==> config.mk <==
export PLATFORM = sky130hd
export DESIGN_NAME = branch_ctrl_seq_flat
export DESIGN_NICKNAME = d
export VERILOG_FILES = /design/src/rtl/branch_ctrl_seq_if.sv /design/src/rtl/branch_ctrl_seq.sv /design/src/flat_wrapper.sv
export SDC_FILE = /design/constraint.sdc
export NUM_CORES = 1
export LEC_CHECK = 0
export CAP_MARGIN = 20
export CORE_ASPECT_RATIO = 1.25
export CORE_UTILIZATION = 21
export CTS_BUF_LIST = sky130_fd_sc_hd__clkbuf_4 sky130_fd_sc_hd__clkbuf_8 sky130_fd_sc_hd__clkbuf_16
export CTS_CLUSTER_SIZE = 30
export DETAILED_ROUTE_END_ITERATION = 8
export GPL_TIMING_DRIVEN = 0
export HOLD_SLACK_MARGIN = 0.05
export PLACE_DENSITY = 0.78
export SYNTH_ARGS = -nofsm -noshare
export SYNTH_HDL_FRONTEND = slang
export SYNTH_SLANG_ARGS = --single-unit
==> constraint.sdc <==
create_clock -name clk -period 1.23 [get_ports clk]
set_input_delay 0.1845 -clock clk [delete_from_list [all_inputs] [get_ports clk]]
set_output_delay 0.1845 -clock clk [all_outputs]
set_load 0.02 [all_outputs]
==> src/rtl/branch_ctrl_seq_if.sv <==
// branch_ctrl_seq_if: handshake and datapath-strobe bundle between the
// branch/fetch control sequencer and the datapath / top-level control unit.
// The sequencer uses the master modport; the side that supplies start,
// mem_ready, IR and bus value and consumes the strobes uses the slave modport.
interface branch_ctrl_seq_if #(
  parameter int DATA_W = 32
) ();

  // Control unit / memory / datapath -> sequencer
  logic              start;
  logic              mem_ready;
  logic [DATA_W-1:0] ir;
  logic [DATA_W-1:0] bus_data;

  // Sequencer -> datapath strobes
  logic PCout;
  logic MARin;
  logic Zin;
  logic incPC;
  logic ZLowOut;
  logic PCin;
  logic read;
  logic MDRin;
  logic MDRout;
  logic IRin;
  logic Gra;
  logic Rout;
  logic CONN_in;
  logic Yin;
  logic Cout;

  // Sequencer -> datapath / control unit status
  logic [4:0]        alu_op;
  logic [DATA_W-1:0] c_sext;
  logic [3:0]        step;
  logic              busy;
  logic              done;
  logic              taken;
  logic              illegal;

  modport master (
    input  start, mem_ready, ir, bus_data,
    output PCout, MARin, Zin, incPC, ZLowOut, PCin, read, MDRin,
           MDRout, IRin, Gra, Rout, CONN_in, Yin, Cout,
           alu_op, c_sext, step, busy, done, taken, illegal
  );

  modport slave (
    output start, mem_ready, ir, bus_data,
    input  PCout, MARin, Zin, incPC, ZLowOut, PCin, read, MDRin,
           MDRout, IRin, Gra, Rout, CONN_in, Yin, Cout,
           alu_op, c_sext, step, busy, done, taken, illegal
  );

endinterface

==> src/rtl/branch_ctrl_seq.sv <==
// branch_ctrl_seq: control-step sequencer for instruction fetch and the
// conditional branch class (brzr/brnz/brpl/brmi). A registered state machine
// walks T0..T6 and Moore-decodes the datapath strobes; the branch condition is
// evaluated from the bus value of Ra during T3 and registered as 'taken'.
//
// Optional feature macro: BRANCH_SKIP_EN
//   defined   - a legal but not-taken branch leaves T3 straight for DONE.
//   undefined - every legal branch walks T4..T6 (T6 strobe-free if not taken).
module branch_ctrl_seq #(
  parameter int         DATA_W     = 32,
  parameter logic [4:0] BR_OPCODE  = 5'b10011,
  parameter logic [4:0] ADD_OPCODE = 5'b00001
) (
  input logic               clk,
  input logic               clr,
  branch_ctrl_seq_if.master bus
);

  // State codes double as the externally visible step number.
  typedef enum logic [3:0] {
    IDLE = 4'd0,
    T0   = 4'd1,
    T1   = 4'd2,
    T2   = 4'd3,
    T3   = 4'd4,
    T4   = 4'd5,
    T5   = 4'd6,
    T6   = 4'd7,
    DONE = 4'd8
  } state_t;

  state_t state_q, state_d;
  logic   taken_q, taken_d;
  logic   illegal_q, illegal_d;

  logic [4:0] opcode;
  logic [1:0] c2;
  logic       opcodeOk;
  logic       conResult;
  logic       unusedIr;

  // Opcode lives in the top five IR bits; C2 and the 19-bit offset are fixed.
  assign opcode   = bus.ir[DATA_W-1 -: 5];
  assign c2       = bus.ir[20:19];
  assign opcodeOk = (opcode == BR_OPCODE);

  // The Ra field and other IR bits are not needed by the sequencer itself.
  assign unusedIr = ^bus.ir;

  // Branch offset, sign-extended from IR[18:0]; adding it to PC+1 wraps silently.
  assign bus.c_sext = {{(DATA_W-19){bus.ir[18]}}, bus.ir[18:0]};

  // CON evaluation of the bus value of Ra, selected by C2.
  always_comb begin
    conResult = 1'b0;
    case (c2)
      2'b00:   conResult = (bus.bus_data == '0);
      2'b01:   conResult = (bus.bus_data != '0);
      2'b10:   conResult = ~bus.bus_data[DATA_W-1];
      default: conResult = bus.bus_data[DATA_W-1];
    endcase
  end

  // State, taken and illegal registers; clr forces IDLE and clears status.
  always_ff @(posedge clk or posedge clr) begin
    if (clr) begin
      state_q   <= IDLE;
      taken_q   <= 1'b0;
      illegal_q <= 1'b0;
    end else begin
      state_q   <= state_d;
      taken_q   <= taken_d;
      illegal_q <= illegal_d;
    end
  end

  // Next-state logic; status flags clear on entry to T0 and load at the end of T3.
  always_comb begin
    state_d   = state_q;
    taken_d   = taken_q;
    illegal_d = illegal_q;
    case (state_q)
      IDLE: begin
        if (bus.start) begin
          state_d   = T0;
          taken_d   = 1'b0;
          illegal_d = 1'b0;
        end
      end
      T0: state_d = T1;
      T1: begin
        if (bus.mem_ready) begin
          state_d = T2;
        end
      end
      T2: state_d = T3;
      T3: begin
        if (!opcodeOk) begin
          illegal_d = 1'b1;
          state_d   = DONE;
        end else begin
          taken_d = conResult;
`ifdef BRANCH_SKIP_EN
          state_d = conResult ? T4 : DONE;
`else
          state_d = T4;
`endif
        end
      end
      T4:      state_d = T5;
      T5:      state_d = T6;
      T6:      state_d = DONE;
      DONE:    state_d = IDLE;
      default: state_d = IDLE;
    endcase
  end

  // Moore strobe decode from the state register (T3 also looks at the opcode).
  always_comb begin
    bus.PCout   = 1'b0;
    bus.MARin   = 1'b0;
    bus.Zin     = 1'b0;
    bus.incPC   = 1'b0;
    bus.ZLowOut = 1'b0;
    bus.PCin    = 1'b0;
    bus.read    = 1'b0;
    bus.MDRin   = 1'b0;
    bus.MDRout  = 1'b0;
    bus.IRin    = 1'b0;
    bus.Gra     = 1'b0;
    bus.Rout    = 1'b0;
    bus.CONN_in = 1'b0;
    bus.Yin     = 1'b0;
    bus.Cout    = 1'b0;
    bus.alu_op  = 5'b00000;
    case (state_q)
      T0: begin
        bus.PCout = 1'b1;
        bus.MARin = 1'b1;
        bus.Zin   = 1'b1;
        bus.incPC = 1'b1;
      end
      T1: begin
        bus.ZLowOut = 1'b1;
        bus.PCin    = 1'b1;
        bus.read    = 1'b1;
        bus.MDRin   = 1'b1;
      end
      T2: begin
        bus.MDRout = 1'b1;
        bus.IRin   = 1'b1;
      end
      T3: begin
        if (opcodeOk) begin
          bus.Gra     = 1'b1;
          bus.Rout    = 1'b1;
          bus.CONN_in = 1'b1;
        end
      end
      T4: begin
        bus.PCout = 1'b1;
        bus.Yin   = 1'b1;
      end
      T5: begin
        bus.Cout   = 1'b1;
        bus.Zin    = 1'b1;
        bus.alu_op = ADD_OPCODE;
      end
      T6: begin
        if (taken_q) begin
          bus.ZLowOut = 1'b1;
          bus.PCin    = 1'b1;
        end
      end
      default: begin
      end
    endcase
  end

  // Status outputs decoded from the registers.
  always_comb begin
    bus.step    = state_q;
    bus.busy    = (state_q != IDLE);
    bus.done    = (state_q == DONE);
    bus.taken   = taken_q;
    bus.illegal = illegal_q;
  end

endmodule
==> src/flat_wrapper.sv <==
// flat-port wrapper written by rule: the top's interface ports become plain ports
module branch_ctrl_seq_flat 
#(
  parameter int         DATA_W     = 32,
  parameter logic [4:0] BR_OPCODE  = 5'b10011,
  parameter logic [4:0] ADD_OPCODE = 5'b00001
)
  (clk, clr, bus_start, bus_mem_ready, bus_ir, bus_bus_data, bus_PCout, bus_MARin, bus_Zin, bus_incPC, bus_ZLowOut, bus_PCin, bus_read, bus_MDRin, bus_MDRout, bus_IRin, bus_Gra, bus_Rout, bus_CONN_in, bus_Yin, bus_Cout, bus_alu_op, bus_c_sext, bus_step, bus_busy, bus_done, bus_taken, bus_illegal);
  branch_ctrl_seq_if #(.DATA_W(DATA_W)) bus_i ();
  input logic clk;
  input logic clr;
  input wire logic [$bits(bus_i.start)-1:0] bus_start;
  input wire logic [$bits(bus_i.mem_ready)-1:0] bus_mem_ready;
  input wire logic [$bits(bus_i.ir)-1:0] bus_ir;
  input wire logic [$bits(bus_i.bus_data)-1:0] bus_bus_data;
  output wire logic [$bits(bus_i.PCout)-1:0] bus_PCout;
  output wire logic [$bits(bus_i.MARin)-1:0] bus_MARin;
  output wire logic [$bits(bus_i.Zin)-1:0] bus_Zin;
  output wire logic [$bits(bus_i.incPC)-1:0] bus_incPC;
  output wire logic [$bits(bus_i.ZLowOut)-1:0] bus_ZLowOut;
  output wire logic [$bits(bus_i.PCin)-1:0] bus_PCin;
  output wire logic [$bits(bus_i.read)-1:0] bus_read;
  output wire logic [$bits(bus_i.MDRin)-1:0] bus_MDRin;
  output wire logic [$bits(bus_i.MDRout)-1:0] bus_MDRout;
  output wire logic [$bits(bus_i.IRin)-1:0] bus_IRin;
  output wire logic [$bits(bus_i.Gra)-1:0] bus_Gra;
  output wire logic [$bits(bus_i.Rout)-1:0] bus_Rout;
  output wire logic [$bits(bus_i.CONN_in)-1:0] bus_CONN_in;
  output wire logic [$bits(bus_i.Yin)-1:0] bus_Yin;
  output wire logic [$bits(bus_i.Cout)-1:0] bus_Cout;
  output wire logic [$bits(bus_i.alu_op)-1:0] bus_alu_op;
  output wire logic [$bits(bus_i.c_sext)-1:0] bus_c_sext;
  output wire logic [$bits(bus_i.step)-1:0] bus_step;
  output wire logic [$bits(bus_i.busy)-1:0] bus_busy;
  output wire logic [$bits(bus_i.done)-1:0] bus_done;
  output wire logic [$bits(bus_i.taken)-1:0] bus_taken;
  output wire logic [$bits(bus_i.illegal)-1:0] bus_illegal;
  assign bus_i.start = bus_start;
  assign bus_i.mem_ready = bus_mem_ready;
  assign bus_i.ir = bus_ir;
  assign bus_i.bus_data = bus_bus_data;
  assign bus_PCout = bus_i.PCout;
  assign bus_MARin = bus_i.MARin;
  assign bus_Zin = bus_i.Zin;
  assign bus_incPC = bus_i.incPC;
  assign bus_ZLowOut = bus_i.ZLowOut;
  assign bus_PCin = bus_i.PCin;
  assign bus_read = bus_i.read;
  assign bus_MDRin = bus_i.MDRin;
  assign bus_MDRout = bus_i.MDRout;
  assign bus_IRin = bus_i.IRin;
  assign bus_Gra = bus_i.Gra;
  assign bus_Rout = bus_i.Rout;
  assign bus_CONN_in = bus_i.CONN_in;
  assign bus_Yin = bus_i.Yin;
  assign bus_Cout = bus_i.Cout;
  assign bus_alu_op = bus_i.alu_op;
  assign bus_c_sext = bus_i.c_sext;
  assign bus_step = bus_i.step;
  assign bus_busy = bus_i.busy;
  assign bus_done = bus_i.done;
  assign bus_taken = bus_i.taken;
  assign bus_illegal = bus_i.illegal;
  branch_ctrl_seq #(.DATA_W(DATA_W), .BR_OPCODE(BR_OPCODE), .ADD_OPCODE(ADD_OPCODE)) u_core (.clk(clk), .clr(clr), .bus(bus_i));
endmodule
==> results of run 1 <==
[worst max-delay path by stage]
stage	slack (ns)	startpoint	cells past startpoint	to
after floorplan	-0.25	u_core.bus.step[3]	4	bus_Zin
after global placement	-0.82	bus_ir[30]	7	bus_Gra
after detailed placement	-0.83	bus_ir[30]	7	bus_Rout
after CTS	-0.36	u_core.bus.step[1]	6	bus_Rout
after global routing	-0.43	u_core.bus.step[3]	5	bus_Zin
final	-0.36	u_core.bus.step[3]	5	bus_Zin
[final cells by class]
cell class,count,area [µm²]
plain buffers,47,422
flip-flops and latches,6,155
clock buffers,3,41.3
multi-input cells,55,529
fillers,313,1400
well taps,54,67.6
repair buffers,119,1180
inverters,4,17.5
[flip-flops by register name (all words and copies together) (netlist names)]
register,count
u_core.bus.step,4
u_core.bus.taken,1
u_core.bus.illegal,1
[repair_timing]
action,CTS,global route
setup endpoints to repair,27,23
endpoints found under the hold margin,0,0
pin swaps,13,14
resized for setup,146,26
cloned,0,0
buffers inserted,12,10
[report_power, final]
group | switching [mW] | internal [mW]
sequential | 0.0759 | 0.283
combinational | 1.45 | 1.79
clock | 0.0852 | 0.210
[metal layers]
| metal | vias up | global-route usage [%] | wire length [µm] |
|---|---|---|---|
| met5 | - | 0 | 0 |
| met3 | 4 | 6.21 | 462 |
| li1 | 573 | - | - |
| met1 | 538 | 15.6 | 1160 |
| met2 | 86 | 32.4 | 2100 |
| met4 | 0 | 4.76 | 29 |
[through the flow]
stage,power [mW],utilization (%),instances,worst slack (ns),hold slack [ns]
finish,3.89,63.2,288,-0.362,0.180
CTS,3.55,59.0,279,-0.359,0.194
global route,4.11,63.2,288,-0.426,0.209
detailed placement,2.70,52.7,264,-0.832,0.430
global placement,2.68,52.7,264,-0.823,0.420
floorplan,1.80,-,112,-0.252,-0.0248
[cell usage after synthesis]
cell and n:
nand4_1 2, nand3_1 1, clkbuf_8 3, nor2_1 9
buf_6 1, and4_2 1, dfrtp_1 6, o31ai_2 1
nor3b_1 1, a21oi_1 4, and3_1 4, nor3_1 5
nand2_1 1, o21ai_1 1, xnor2_1 2, nor4_1 7
o41ai_1 1, or3_1 1, and2_1 1, conb_1 1
inv_1 4, or2b_1 1, or2_2 1, nand2b_1 3
a2111oi_0 1, mux2i_1 1, buf_4 43, o21ai_0 2
[logic make-up (layout without fill, tap and decap cells)]
| group | count (synthesis) | in the layout |
|---|---|---|
| xor gates and xnor gates | 2 | 2 |
| DFF | 6 | 6 |
| muxes | 1 | 1 |
| other | 1 | 4 |
| and+or+nand+nor | 38 | 38 |
| AOI/OAI and AO/OA | 10 | 10 |
| buffers and inverters | 51 | 173 |
[worst max-delay path: cells and delay by family (launching register included)]
family        cells  cell delay [ns]
buf+inv           2             0.25
flops             1             0.40
simple gates      3             0.53
==> out/qor.txt, run 1 <==
First-pass GRT wire length -> 5360 µm
Setup slack, reg-to-reg -> -0.11 ns
CP Launch Type -> flip-flop
Complex-gate fraction of the synthesized area -> 7.67%
Layout cell share with drive strength beyond 1 -> 54.7%
ANT cells -> 0
CP max stage delay -> 0.40 ns
Number of CTS-inserted buffers -> 3
Fmax -> 628 MHz
Initial antenna violation count -> 0
Skew-Pair Late Insertion Delay -> 0.22 ns
Failing checks -> setup timing
Port Buffers -> 98
CORE AREA -> 3820 µm²
CTS root buf -> clkbuf_8
Sequential area share after synthesis -> 17.7%
Post-Synth Simple-Gate Area -> 24.9%
Drt first pass iters -> 3
Final antenna-violating net count -> 0
DRC -> 0
Leakage Power -> 1.13 nW
DP HPWL -> 2720 µm
FF-to-FF Start -> u_core.bus.step[2]
Total gr overflow -> 0
Gr usage total -> 16.6%
Register-to-Register Path Depth -> 5
Crit end category -> output pin
Slowest CP cell -> dfrtp_2
Share of the synthesized area in the top cell type -> 38.1%
FP Rows -> 25
Clk pin slew, worst setup/hold paths -> 0.04 ns
Yosys top cell by area -> buf_4
Die area -> 4300 µm²
Area of the mapped netlist -> 848 µm²
Post-synthesis adder-cell area fraction -> 0%
RePlAce Congestion -> 0.746
Clock Skews -> 0.00179 ns
Drt wl/cell -> 13.0 µm
Slew Limit Fails -> 0
Largest family of logic cells by synthesized area -> buffers and inverters
Most frequent cells in the layout -> 58 x clkdlybuf4s50_1, 52 x buf_4, 27 x buf_6
CTS Buffer Depth -> 2
Area Overhead vs Synth -> 184%
Final setup margin -> -0.362 ns
Kind of critical path -> reg2out
Synth warn -> 0
Largest net degree at the start of global routing -> 15
Post-DP Area -> 2010 µm²
Yosys reg bits -> 6
Vias post-DR -> 1201
Die Width -> 58.8 µm
I/O pins -> 128
Iter 0 DRT Violations -> 12
CTS tree -> built
Final setup vio count -> 22
Outcome -> finished with violations
Final Hold Fails -> 0
Hold WC Path Type -> in2async
Die Y-Extent -> 73.1 µm
Syn avg cell area -> 7.78 µm²
Post-synthesis xor/xnor area fraction -> 2.06%
Commonest non-fill, non-tap cell in the layout -> clkdlybuf4s50_1
Max Cap Violations -> 0
Vias in the first global route -> 1252
Cells after Synth -> 109
H-tree lvl count -> 1
Crit path max fanout -> 6
Final critical-path share of the clock period -> 129%
Nets -> 304
Routed vias/inst -> 4.17
DRT Wirelength -> 3750 µm
Initial Util -> 22.2%
VDD IR max -> 0.470 mV
Final Cell Area -> 2410 µm²
Mux cell area share after synthesis -> 1.18%
CTS Sinks -> 6
Netlist cell types -> 28
Top post-synthesis cells by area -> buf_4 38%, dfrtp_1 18%, nor4_1 5.2%, clkbuf_8 4.9%, nor2_1 4.0%
Final min period -> 1.59 ns
RSZ-0062 raised after global routing -> yes
Final setup TNS -> -5.13 ns
Endpoint arrival time on the critical path -> 1.41 ns
Power per Cell Area -> 1610 nW/µm²
Hold Buf Count CTS -> 0
CP Cell Sequence -> buf_8 -> nand2b_4 -> nor3_4 -> or2_4 -> buf_6
R2R Path End -> u_core.bus.taken
Worst Path Required -> 1.05 ns
No activity file was read; power rests on OpenSTA's default activity.
==> run 2, diff against run 1 <==
--- a/config.mk
+++ b/config.mk
@@ -6,14 +6,16 @@
 export NUM_CORES = 1
 export LEC_CHECK = 0
 export CAP_MARGIN = 20
+export CELL_PAD_IN_SITES_DETAIL_PLACEMENT = 0
+export CELL_PAD_IN_SITES_GLOBAL_PLACEMENT = 2
 export CORE_ASPECT_RATIO = 1.25
-export CORE_UTILIZATION = 21
+export CORE_UTILIZATION = 10
 export CTS_BUF_LIST = sky130_fd_sc_hd__clkbuf_4 sky130_fd_sc_hd__clkbuf_8 sky130_fd_sc_hd__clkbuf_16
 export CTS_CLUSTER_SIZE = 30
 export DETAILED_ROUTE_END_ITERATION = 8
 export GPL_TIMING_DRIVEN = 0
 export HOLD_SLACK_MARGIN = 0.05
-export PLACE_DENSITY = 0.78
+export PLACE_DENSITY_LB_ADDON = 0.1
 export SYNTH_ARGS = -nofsm -noshare
 export SYNTH_HDL_FRONTEND = slang
 export SYNTH_SLANG_ARGS = --single-unit
==> out/qor.txt, run 2 (synthesized netlist as in run 1, its figures left out) <==
Largest net degree at the start of global routing -> 15 (unchanged)
Port Buffers -> 98 (unchanged)
Clock Skews -> 0.00552 ns (+0.00373 ns)
H-tree lvl count -> 1 (unchanged)
I/O pins -> 128 (unchanged)
Post-DP Area -> 2060 µm² (+2.7%)
RSZ-0062 raised after global routing -> yes
Nets -> 309 (+1.6%)
Crit path max fanout -> 6 (unchanged)
Initial Util -> 10.3% (-12 points)
Hold WC Path Type -> in2async
Max reg flops -> 4 (unchanged)
DP HPWL -> 2950 µm (+8.4%)
Die area -> 8860 µm² (+110%)
Die Width -> 84.4 µm (+43%)
Final setup TNS -> -5.95 ns (-0.816 ns)
CTS Sinks -> 6 (unchanged)
Sequential Power Share -> 8.7% (-0.5 points)
CP Launch Type -> flip-flop
Slew Limit Fails -> 0 (unchanged)
Final Cell Area -> 2510 µm² (+4.1%)
Total Power -> 4.07 mW (+4.7%)
Iter 0 DRT Violations -> 28 (+16)
CORE AREA -> 8240 µm² (+120%)
FP Rows -> 37 (+48%)
Number of CTS-inserted buffers -> 3 (unchanged)
Die Y-Extent -> 105 µm (+44%)
Skew-Pair Late Insertion Delay -> 0.23 ns (about the same)
Sw frac -> 41.0% (-0.40 points)
Area Overhead vs Synth -> 196%
CP dominant cell by count -> buf_6
Leakage Power -> 1.12 nW (-0.98%)
Clk pin slew, worst setup/hold paths -> 0.04 ns (about the same)
Total gr overflow -> 0 (unchanged)
Endpoint arrival time on the critical path -> 1.46 ns (+0.05 ns)
Final setup vio count -> 22 (unchanged)
Initial antenna violation count -> 0 (unchanged)
Setup slack, reg-to-reg -> -0.18 ns (-0.07 ns)
Final Hold Fails -> 0 (unchanged)
Routed vias/inst -> 3.61 (-13%)
Final setup margin -> -0.413 ns (-0.0515 ns)
CTS tree -> built
Drt wl/cell -> 11.2 µm (-14%)
VDD IR max -> 0.482 mV (+2.6%)
Most frequent cells in the layout -> 60 x clkdlybuf4s50_1, 54 x buf_4, 33 x buf_6
Kind of critical path -> reg2out
Failing checks -> DRC, setup timing
Fmax -> 609 MHz (-3.1%)
Gr usage total -> 8.35% (-8.3 points)
Layout cell share with drive strength beyond 1 -> 57.7% (+3.0 points)
Drt first pass iters -> 5 (+2)
Crit end category -> output pin
Vias in the first global route -> 1273 (+1.7%)
Non-Filler Instances -> 336 (+17%)
CP max stage delay -> 0.41 ns (about the same)
Net switching power -> 1.67 mW (+3.7%)
Final min period -> 1.64 ns (+0.0515 ns)
RePlAce Congestion -> 0.665 (-11%)
CTS Buffer Depth -> 2 (unchanged)
Placed Cells -> 307 (+16%)
First-pass GRT wire length -> 5850 µm (+9.1%)
Commonest non-fill, non-tap cell in the layout -> clkdlybuf4s50_1
Max Cap Violations -> 0 (unchanged)
Vias post-DR -> 1214 (+1.1%)
Comb pwr share -> 83.8% (+0.6 points)
CP bufs+invs -> 4 (+2)
ANT cells -> 0 (unchanged)
Final antenna-violating net count -> 0 (unchanged)
DRC -> 8 (+8)
Slowest CP cell -> dfrtp_2
Power per Cell Area -> 1620 nW/µm² (+0.51%)
Hold Slack -> 0.201 ns (+0.0207 ns)
CTS root buf -> clkbuf_8
DRT Wirelength -> 3750 µm (+0.11%)
Final critical-path share of the clock period -> 134% (+4.2 points)
Outcome -> finished with violations
# fillers -> 875 (+180%)
CP Cell Sequence -> clkbuf_16 -> nor3_4 -> nand3_2 -> inv_4 -> buf_6 -> buf_6
Int Power -> 2.40 mW (+5.4%)
Worst Path Required -> 1.05 ns (about the same)
CP top delay family -> buffers and inverters
Clock Power Share -> 7.4% (-0.2 points)
==> run 2: cell types whose count changed in the layout (fill, tap and decap cells not counted), moves of 2 or more <==
cell             change
buf_6                +6
clkdlybuf4s15_2      -2
dlymetal6s2s_1       -5
clkbuf_2             +2
clkdlybuf4s50_1      +2
buf_4                +2
==> run 2: repair_timing <==
item | CTS | global route
cloned | 0 | 0
hold buffers | 0 | 0
setup buffers | 17 | 10
setup endpoints to repair | 27 | 25
pin swaps | 14 | 19
resized for setup | 157 | 31
==> run 2: power groups by stage <==
| stage | clock network [mW] | logic (mW) | registers [mW] |
|---|---|---|---|
| after detailed placement | 0 | 2.37 | 0.371 |
| after global routing | 0.324 | 3.62 | 0.369 |
| after CTS | 0.310 | 2.99 | 0.356 |
| final | 0.303 | 3.41 | 0.356 |
| after floorplan | 0 | 1.36 | 0.441 |
| after global placement | 0 | 2.37 | 0.365 |
==> run 2: cell type report <==
class,count,area (µm²),area share (%)
timing repair buffer,124,1200,47.6
multi-input combinational,55,546,21.7
buffer,47,432,17.2
sequential,6,155,6.18
tap,97,121,4.83
clock buffer,3,41.3,1.64
inverter,4,21.3,0.847
==> run 2: per-layer routing <==
layer / share of wire (%) / global-route usage, % / up-vias
met5: 0 / 0 / -
met4: 0.40 / 2.18 / 0
met3: 15 / 5.21 / 2
met2: 53 / 15.7 / 76
met1: 31 / 7.33 / 551
li1: - / - / 585
==> run 2: through the flow <==
| stage | utilization [%] | setup WS, ns |
|---|---|---|
| 6_report | 30.5 | -0.413 |
| 3_5_place_dp | 25.0 | -0.879 |
| 5_1_grt | 30.5 | -0.485 |
| 4_1_cts | 28.6 | -0.423 |
| 2_1_floorplan | - | -0.252 |
| 3_3_place_gp | 25.0 | -0.849 |
==> run 2: final timing paths <==
path,startpoint,endpoint,cells after the start
worst max-delay path,u_core.bus.step[0],bus_Rout,6
worst min-delay path,clr,u_core.bus.illegal,2
worst max register to register,u_core.bus.step[0],u_core.bus.illegal,7
worst min register to register,u_core.bus.illegal,u_core.bus.illegal,2
max in group asynchronous,clr,u_core.bus.step[3],2
min in group clk,bus_bus_data[23],u_core.bus.taken,6
==> run 3, diff against run 2 <==
==> constraint.sdc (replaced) <==
create_clock -name clk -period 1.37 [get_ports clk]
set_input_delay 0.2055 -clock clk [delete_from_list [all_inputs] [get_ports clk]]
set_output_delay 0.2055 -clock clk [all_outputs]
set_load 0.02 [all_outputs]
==> out/qor.txt, run 3 (synthesized netlist as in run 1, its figures left out) <==
Crit end category -> output pin
Area Overhead vs Synth -> 186%
Endpoint arrival time on the critical path -> 1.40 ns (-0.06 ns)
Worst Path Required -> 1.16 ns (+0.11 ns)
Reg area -> 155 µm² (unchanged)
Final core occ -> 29.4% (-1.1 points)
Hold Buf Count CTS -> 0 (unchanged)
Setup slack, reg-to-reg -> -0.05 ns (+0.13 ns)
Die Y-Extent -> 105 µm (unchanged)
Commonest non-fill, non-tap cell in the layout -> buf_4
DRT Wirelength -> 3340 µm (-11%)
Gr usage total -> 7.14% (-1.2 points)
Die area -> 8860 µm² (unchanged)
Comb pwr share -> 80.9% (-2.9 points)
Failing checks -> DRC, setup timing
ANT cells -> 0 (unchanged)
Initial Util -> 10.3% (unchanged)
RePlAce Congestion -> 0.650 (-2.3%)
Slew Limit Fails -> 0 (unchanged)
Final antenna-violating net count -> 0 (unchanged)
Sequential Power Share -> 9.8% (+1.1 points)
Kind of critical path -> reg2out
Int Power -> 1.91 mW (-21%)
Most frequent cells in the layout -> 56 x buf_4, 46 x clkdlybuf4s50_1, 21 x buf_6
R2R Path End -> u_core.bus.taken
Iter 0 DRT Violations -> 21 (-25%)
Drt wl/cell -> 10.2 µm (-9.0%)
Port Buffers -> 98 (unchanged)
Power per Cell Area -> 1340 nW/µm² (-17%)
Final setup margin -> -0.231 ns (+0.182 ns)
Hold WC Path Type -> in2async
CTS root buf -> clkbuf_8
Initial antenna violation count -> 0 (unchanged)
Clock Skews -> 0.00381 ns (-0.00171 ns)
# fillers -> 897 (+2.5%)
Max Cap Violations -> 0 (unchanged)
Die Width -> 84.4 µm (unchanged)
H-tree lvl count -> 1 (unchanged)
Total gr overflow -> 0 (unchanged)
FP Rows -> 37 (unchanged)
Largest net degree at the start of global routing -> 15 (unchanged)
Final setup vio count -> 18 (-18%)
CP Launch Type -> flip-flop
Number of CTS-inserted buffers -> 3 (unchanged)
Final Hold Fails -> 0 (unchanged)
Final min period -> 1.60 ns
CTS Sinks -> 6 (unchanged)
First-pass GRT wire length -> 4960 µm (-15%)
Clk pin slew, worst setup/hold paths -> 0.04 ns (about the same)
Nets -> 301 (-2.6%)
Net switching power -> 1.35 mW (-19%)
Crit path max fanout -> 6 (unchanged)
Routed vias/inst -> 3.49 (-3.4%)
Final critical-path share of the clock period -> 117%
Vias post-DR -> 1148 (-5.4%)
Leakage Power -> 1.21 nW (+8.6%)
CTS tree -> built
RSZ-0062 raised after global routing -> yes
Register-to-Register Path Depth -> 5 (-2)
Hold Slack -> 0.204 ns (+0.00313 ns)
DP HPWL -> 2760 µm (-6.4%)
CORE AREA -> 8240 µm² (unchanged)
Drt first pass iters -> 7 (+2)
Skew-Pair Late Insertion Delay -> 0.23 ns (about the same)
Multi-input logic area -> 512 µm² (-6.2%)
DRC -> 8 (unchanged)
Max reg flops -> 4 (unchanged)
Vias in the first global route -> 1097 (-14%)
Fmax -> 624 MHz
Layout cell share with drive strength beyond 1 -> 53.4% (-4.3 points)
CTS Buffer Depth -> 2 (unchanged)
I/O pins -> 128 (unchanged)
Clock Power Share -> 9.4% (+2.0 points)
FF-to-FF Start -> u_core.bus.step[2]
VDD IR max -> 0.347 mV (-28%)
Sw frac -> 41.5% (+0.43 points)
Outcome -> finished with violations
## run 3: routing by layer
layer | wire length, µm | track usage [%]
met5 | 0 | 0
met2 | 1570 | 11.8
met1 | 1230 | 7.52
met3 | 508 | 4.34
met4 | 37 | 2.18
## run 3: area by class of cell
class	count	area share (%)
Sequential cell	6	6.40
Timing Repair Buffer	116	47.9
Clock buffer	4	2.01
Tap cell	97	5.01
Multi-Input combinational cell	55	21.1
Buffer	47	16.8
Inverter	4	0.774
## run 3: timing repair
item                                    in CTS  in global routing
buffers inserted                            11                  7
pin swaps                                    7                 23
resized for setup                          123                 50
endpoints found under the setup margin      26                 20
## run 3: metrics by stage
step	setup TNS, ns	std cells	total power [mW]	setup WS (ns)	instance area (µm²)
after floorplan	-0.600	112	1.58	-0.140	941
after global placement	-9.17	307	2.42	-0.832	2040
after detailed placement	-9.01	307	2.42	-0.801	2040
after CTS	-3.09	322	2.99	-0.254	2210
after global routing	-3.87	329	3.46	-0.304	2420
final	-2.63	329	3.26	-0.231	2420
## run 3: worst max path at each step
stage                             startpoint     endpoint  slack [ns]  cells after the start
final                     u_core.bus.step[3]     bus_busy       -0.23                      6
after global routing      u_core.bus.step[3]      bus_Gra       -0.30                      6
after CTS                 u_core.bus.step[1]      bus_Gra       -0.25                      6
after detailed placement          bus_ir[30]     bus_Rout       -0.80                      7
after global placement            bus_ir[30]     bus_Rout       -0.83                      7
after floorplan           u_core.bus.step[2]  bus_ZLowOut       -0.14                      5
## run 3: power by group through the flow
stage	clock, mW	combinational (mW)	sequential, mW
6_report	0.305	2.63	0.318
5_1_grt	0.328	2.81	0.330
4_1_cts	0.315	2.37	0.309
3_5_place_dp	0	2.09	0.328
3_3_place_gp	0	2.10	0.326
2_1_floorplan	0	1.18	0.393
## run 3: critical path, stage by stage (launching register included)
cell      delay [ns]
dfrtp_2         0.41
buf_8           0.14
nor3_4          0.21
buf_4           0.14
buf_6           0.10
nand2b_4        0.05
buf_6           0.13
